$ cat src/rtl/mac_pkg.sv
// Shared definitions for the MAC engine result path: precision mode codes,
// result width and the packed layout of one captured result.
package mac_pkg;

    // Width of the accumulated sum produced by the MAC engine.
    localparam int SUM_W  = 20;

    // Width of the precision mode tag carried with every result.
    localparam int MODE_W = 4;

    // Precision modes the engine can be running in when a result is produced.
    localparam logic [MODE_W-1:0] MODE_2BX2B = 4'd0;
    localparam logic [MODE_W-1:0] MODE_4BX4B = 4'd1;
    localparam logic [MODE_W-1:0] MODE_8BX8B = 4'd2;

    // One captured result: mode tag in the upper bits, sum in the lower bits.
    typedef struct packed {
        logic [MODE_W-1:0] mode;
        logic [SUM_W-1:0]  sum;
    } result_entry_t;

endpackage

$ cat src/rtl/result_fifo.sv
// Generic synchronous FIFO. Push and pop on the same edge are both honoured.
// Pointers wrap naturally; occupancy is tracked by a separate level counter so
// that full and empty are unambiguous. The head entry is read combinationally.
// level_next is exported so a wrapper can register its own readiness from it.
module result_fifo #(
    parameter int WIDTH = 24,
    parameter int DEPTH = 4
) (
    input  logic                     clk,
    input  logic                     rst,
    input  logic                     push,
    input  logic [WIDTH-1:0]         wr_data,
    input  logic                     pop,
    output logic [WIDTH-1:0]         rd_data,
    output logic [$clog2(DEPTH):0]   level,
    output logic [$clog2(DEPTH):0]   level_next,
    output logic                     full,
    output logic                     empty
);

    localparam int PTR_W = $clog2(DEPTH);
    localparam int LVL_W = PTR_W + 1;
    localparam logic [LVL_W-1:0] DEPTH_L = LVL_W'(DEPTH);
    localparam logic [LVL_W-1:0] ONE_L   = LVL_W'(1);

    logic [WIDTH-1:0] mem [DEPTH];
    logic [PTR_W-1:0] wr_ptr;
    logic [PTR_W-1:0] rd_ptr;
    logic             do_push;
    logic             do_pop;

    // A push into a full FIFO or a pop from an empty one is ignored.
    assign do_push = push && !full;
    assign do_pop  = pop && !empty;

    assign full    = (level == DEPTH_L);
    assign empty   = (level == '0);
    assign rd_data = mem[rd_ptr];

    // Occupancy after this edge; simultaneous push and pop leave it unchanged.
    always_comb begin
        level_next = level;
        case ({do_push, do_pop})
            2'b10:   level_next = level + ONE_L;
            2'b01:   level_next = level - ONE_L;
            default: level_next = level;
        endcase
    end

    // Pointer, level and storage update; reset discards all held entries.
    always_ff @(posedge clk) begin
        if (rst) begin
            wr_ptr <= '0;
            rd_ptr <= '0;
            level  <= '0;
            for (int i = 0; i < DEPTH; i++) begin
                mem[i] <= '0;
            end
        end else begin
            level <= level_next;
            if (do_push) begin
                mem[wr_ptr] <= wr_data;
                wr_ptr      <= wr_ptr + 1'b1;
            end
            if (do_pop) begin
                rd_ptr <= rd_ptr + 1'b1;
            end
        end
    end

endmodule

$ cat src/rtl/mac_result_sink.sv
// Receiving end of the MAC engine result handshake. Each accepted engine
// result (sum plus precision mode) is queued and replayed downstream on a
// valid/ready stream, with occupancy status and a running result count.
// s_ready is a flop, so a pop while full re-enables the engine one cycle later.
module mac_result_sink
    import mac_pkg::*;
#(
    parameter int DEPTH  = 4,
    parameter int DATA_W = SUM_W,
    parameter int CNT_W  = 16
) (
    input  logic                     clk,
    input  logic                     rst,
    input  logic                     s_valid,
    input  logic [DATA_W-1:0]        s_sum,
    input  logic [MODE_W-1:0]        s_mode,
    output logic                     s_ready,
    output logic                     m_valid,
    output logic [DATA_W-1:0]        m_data,
    output logic [MODE_W-1:0]        m_mode,
    input  logic                     m_ready,
    output logic [$clog2(DEPTH):0]   level,
    output logic                     full,
    output logic [CNT_W-1:0]         result_count
);

    localparam int ENTRY_W = MODE_W + DATA_W;
    localparam int LVL_W   = $clog2(DEPTH) + 1;
    localparam logic [LVL_W-1:0] DEPTH_L = LVL_W'(DEPTH);

    logic               push;
    logic               pop;
    logic               empty;
    logic [LVL_W-1:0]   level_next;
    logic [ENTRY_W-1:0] wr_entry;
    logic [ENTRY_W-1:0] rd_entry;

    // Handshake mapping: engine side pushes, downstream side pops.
    assign push     = s_valid && s_ready;
    assign pop      = m_valid && m_ready;
    assign wr_entry = {s_mode, s_sum};

    assign m_valid  = !empty;
    assign m_mode   = rd_entry[ENTRY_W-1 -: MODE_W];
    assign m_data   = rd_entry[DATA_W-1:0];

    result_fifo #(
        .WIDTH (ENTRY_W),
        .DEPTH (DEPTH)
    ) u_fifo (
        .clk        (clk),
        .rst        (rst),
        .push       (push),
        .wr_data    (wr_entry),
        .pop        (pop),
        .rd_data    (rd_entry),
        .level      (level),
        .level_next (level_next),
        .full       (full),
        .empty      (empty)
    );

    // Registered engine readiness and wrapping count of accepted results.
    always_ff @(posedge clk) begin
        if (rst) begin
            s_ready      <= 1'b0;
            result_count <= '0;
        end else begin
            s_ready <= (level_next < DEPTH_L);
            if (push) begin
                result_count <= result_count + 1'b1;
            end
        end
    end

endmodule

$ cat config.mk
export PLATFORM = sky130hd
export DESIGN_NAME = mac_result_sink
export DESIGN_NICKNAME = d
export VERILOG_FILES = /design/src/rtl/mac_pkg.sv /design/src/rtl/result_fifo.sv /design/src/rtl/mac_result_sink.sv
export SDC_FILE = /design/constraint.sdc
export NUM_CORES = 1
export LEC_CHECK = 0
export ABC_CLOCK_PERIOD_IN_PS = 2300
export BUFFER_PORTS_ARGS = -buffer_cell sky130_fd_sc_hd__buf_2
export CORE_UTILIZATION = 52
export DETAILED_ROUTE_END_ITERATION = 10
export GPL_TIMING_DRIVEN = 0
export PLACE_DENSITY = 0.74
export SYNTH_ARGS = -nofsm -noshare
export SYNTH_HDL_FRONTEND = slang
export SYNTH_SLANG_ARGS = --single-unit
$ cat constraint.sdc
create_clock -name clk -period 2.3 [get_ports clk]
set_input_delay 0 -clock clk [delete_from_list [all_inputs] [get_ports clk]]
set_output_delay 0 -clock clk [all_outputs]
set_load 0.1 [all_outputs]
==> results.sh <==
export IMPL_cts_max_path_buffers=2
export IMPL_hold_violations=0
export IMPL_finalSetupTns_ps=0
export IMPL_die_h_um=103
export IMPL_worstPathCellList="buf_1, clkbuf_2, mux4_2, buf_2"
export IMPL_grt_overflow=0
export IMPL_cts_num_sinks=122
export IMPL_die_area_mm2=0.0106
export IMPL_cts_made_buffers=17
export IMPL_num_vias=3245
export IMPL_status="complete, no violations"
export IMPL_critPathMaxStageDelay_ps=420
export IMPL_yosysTopAreaCellShare=0.541
export IMPL_rsz0062_at_grt="no"
export IMPL_layout_nets=516
export IMPL_yosysSeqAreaShare=0.639
export IMPL_crit_required_ps=2300
export IMPL_initial_core_util=0.540
export IMPL_drtIter0Drc=107
export IMPL_post_route_min_period_ps=2180
export IMPL_synthDistinctLibCells=38
export IMPL_drv_slew=0
export IMPL_row_count=36
export IMPL_synth_edf_count=96
export IMPL_yosys_top_cells_area="edfxtp_1 (54%), and2_1 (11%), mux4_2 (10%), dfxtp_1 (9.8%), xnor2_1 (2.0%)"
export IMPL_avgSynthCellArea_um2=14.6
export IMPL_io_pins=74
export IMPL_drv_cap=0
export IMPL_maxSlewHeadroom=0.490
export IMPL_cts_root_buf="clkbuf_8"
export IMPL_grt_max_degree=25
export IMPL_fp_dieW_um=103
export IMPL_fin_crit_sh=0.949
export IMPL_h_tree_depth=4
export IMPL_finalSetupViolCount=0
export IMPL_dpl_hpwl_um=6460
export IMPL_async_flop_share=0
export IMPL_insertedDiodeCount=0
export IMPL_path_max_fanout=10
export IMPL_ys_warnings_count=0
export IMPL_worst_hold_path_type="in -> reg"
export IMPL_power_per_cell_area_mw_per_mm2=1200
export IMPL_tightest_slew_ps=764
export IMPL_ir_drop_uv=1330
export IMPL_hold_path_startpoint="s_sum[16]"
export IMPL_critPathArrivalTime_ps=2180
export IMPL_criticalPathCategory="reg -> out"
export IMPL_io_buffers=73
export IMPL_finalClockSkew_ps=8.65
export IMPL_ant_nets=0
export IMPL_drc_errors=0
export IMPL_critPathTopFamily="buffers and inverters"
export IMPL_core_area_mm2=0.00986
export IMPL_path_buf_inv=3
export IMPL_syn_instance_count=365
export IMPL_fillers=682
export IMPL_dp_cells=572
export IMPL_insertion_delay_ps=500
export IMPL_final_common_cell="and2_1"
export IMPL_end_kind="primary output"
export IMPL_grt_pass1_wl_um=16200
export IMPL_antenna_found_initial=0
export IMPL_routedWlPerCell_um=16.3
export IMPL_syn_to_final_growth_pct=27.7
export IMPL_p_leak_nw=2.65
export IMPL_slowest_stage="buf_2"
export IMPL_clkTransAtPathRegs_ps=60
export IMPL_yosysTopAreaCell="edfxtp_1"
export IMPL_final_cells=631
export IMPL_drive_above_1_share=0.327
export IMPL_synthFlopType="edfxtp_1"
export IMPL_cts_tree="done"
export IMPL_grt_pass1_vias=3351
export IMPL_ys_seq_elements=122
export IMPL_gp_congestion=0.702
export IMPL_fmax_ghz=0.458
export IMPL_dr_pass1_iters=5
export IMPL_vias_per_cell=5.14
export IMPL_routed_wl_um=10300
export IMPL_final_cell_mix="and2_1 (97), edfxtp_1 (96), buf_2 (78)"
export IMPL_startpoint_type="flop"
export IMPL_synth_area_mm2=0.00533
export IMPL_synth_nets=396
export IMPL_track_usage=0.214
## sequential cells by signal (all words and copies together) (netlist names), named ones only
register       count
u_fifo.rd_ptr      2
result_count      16
u_fifo.level       2
u_fifo.wr_ptr      2
s_ready            1
u_fifo.mem        96
## where the power goes
group	switching [W]	internal [W]
Combinational	0.00210	0.000671
Sequential	0.0000993	0.00262
Clock	0.000911	0.00175
Total	0.00311	0.00504
## stage by stage
step	utilization	worst slack, ps	power, W	hold WS, ps	cell area [um2]
after global routing	0.689	6.38	0.00844	347	6800
after floorplan	-	2.26	0.00508	198	5360
after CTS	0.689	64.3	0.00820	314	6800
after global placement	0.597	14.9	0.00545	306	5890
after detailed placement	0.600	77.7	0.00551	312	5920
final	0.689	118	0.00815	342	6800
## cell type report
class                   instances  area (um2)  share of cell area
clock inverters                13         176              0.0259
plain buffers                  17        98.8              0.0145
flip-flops and latches        122        3430               0.504
repair buffers                101         663              0.0975
multi-input cells             217        1810               0.266
clock buffers                  19         422              0.0620
inverters                       9        41.3             0.00607
well taps                     133         166              0.0245
## synthesized netlist by cell type (3+ instances only)
library cell	count
and2_1	97
edfxtp_1	96
dfxtp_1	26
mux4_2	24
nor2_1	24
xnor2_1	12
nand2_1	8
buf_2	7
clkbuf_1	7
inv_1	7
nand3_1	6
xor2_1	6
nor3_1	5
nor4_1	4
a21oi_1	3
a31o_2	3
nand4_1	3
## final timing paths
check                                         end  slack (ps)  cells past startpoint
worst max-delay path                   m_data[12]         120                      4
worst min-delay path            u_fifo.mem[0][16]         340                      3
worst max register to register               flop         160                     10
worst min register to register    result_count[1]         490                      2
## logic make-up (layout without fill, tap and decap cells)
group,Yosys count,after routing,synth area share
flops,122,122,0.639
xor+xnor,18,18,0.0296
fa+ha+maj,3,3,0.00846
simple gates,159,159,0.179
mux,26,26,0.105
compound gates,11,11,0.0150
buf+inv,26,159,0.0233
## worst reg2reg max path, cell delays in order (launching register included)
cell,delay (ps)
dfxtp_4,350
or3b_4,260
inv_6,40
nor2_4,160
inv_4,70
ha_1,220
fa_1,380
xnor2_1,140
nor2_1,120
xor2_1,190
nor2b_1,140
## layer usage
| metal | vias to the layer above | routed length [um] | global-route usage | part of all wire |
|---|---|---|---|---|
| li1 | 1564 | - | - | - |
| met1 | 1591 | 4200 | 0.264 | 0.41 |
| met2 | 85 | 5500 | 0.368 | 0.54 |
| met3 | 5 | 530 | 0.0470 | 0.052 |
| met4 | 0 | 48 | 0.0867 | 0.0047 |
| met5 | - | 0 | 0 | 0 |
## what timing repair did
item	CTS	global route
gates resized for setup	4	2
hold buffers	27	0
hold endpoints to repair	101	0
buffers inserted	0	0
endpoints found under the setup margin	20	25
No activity file was read; power rests on OpenSTA's default activity.
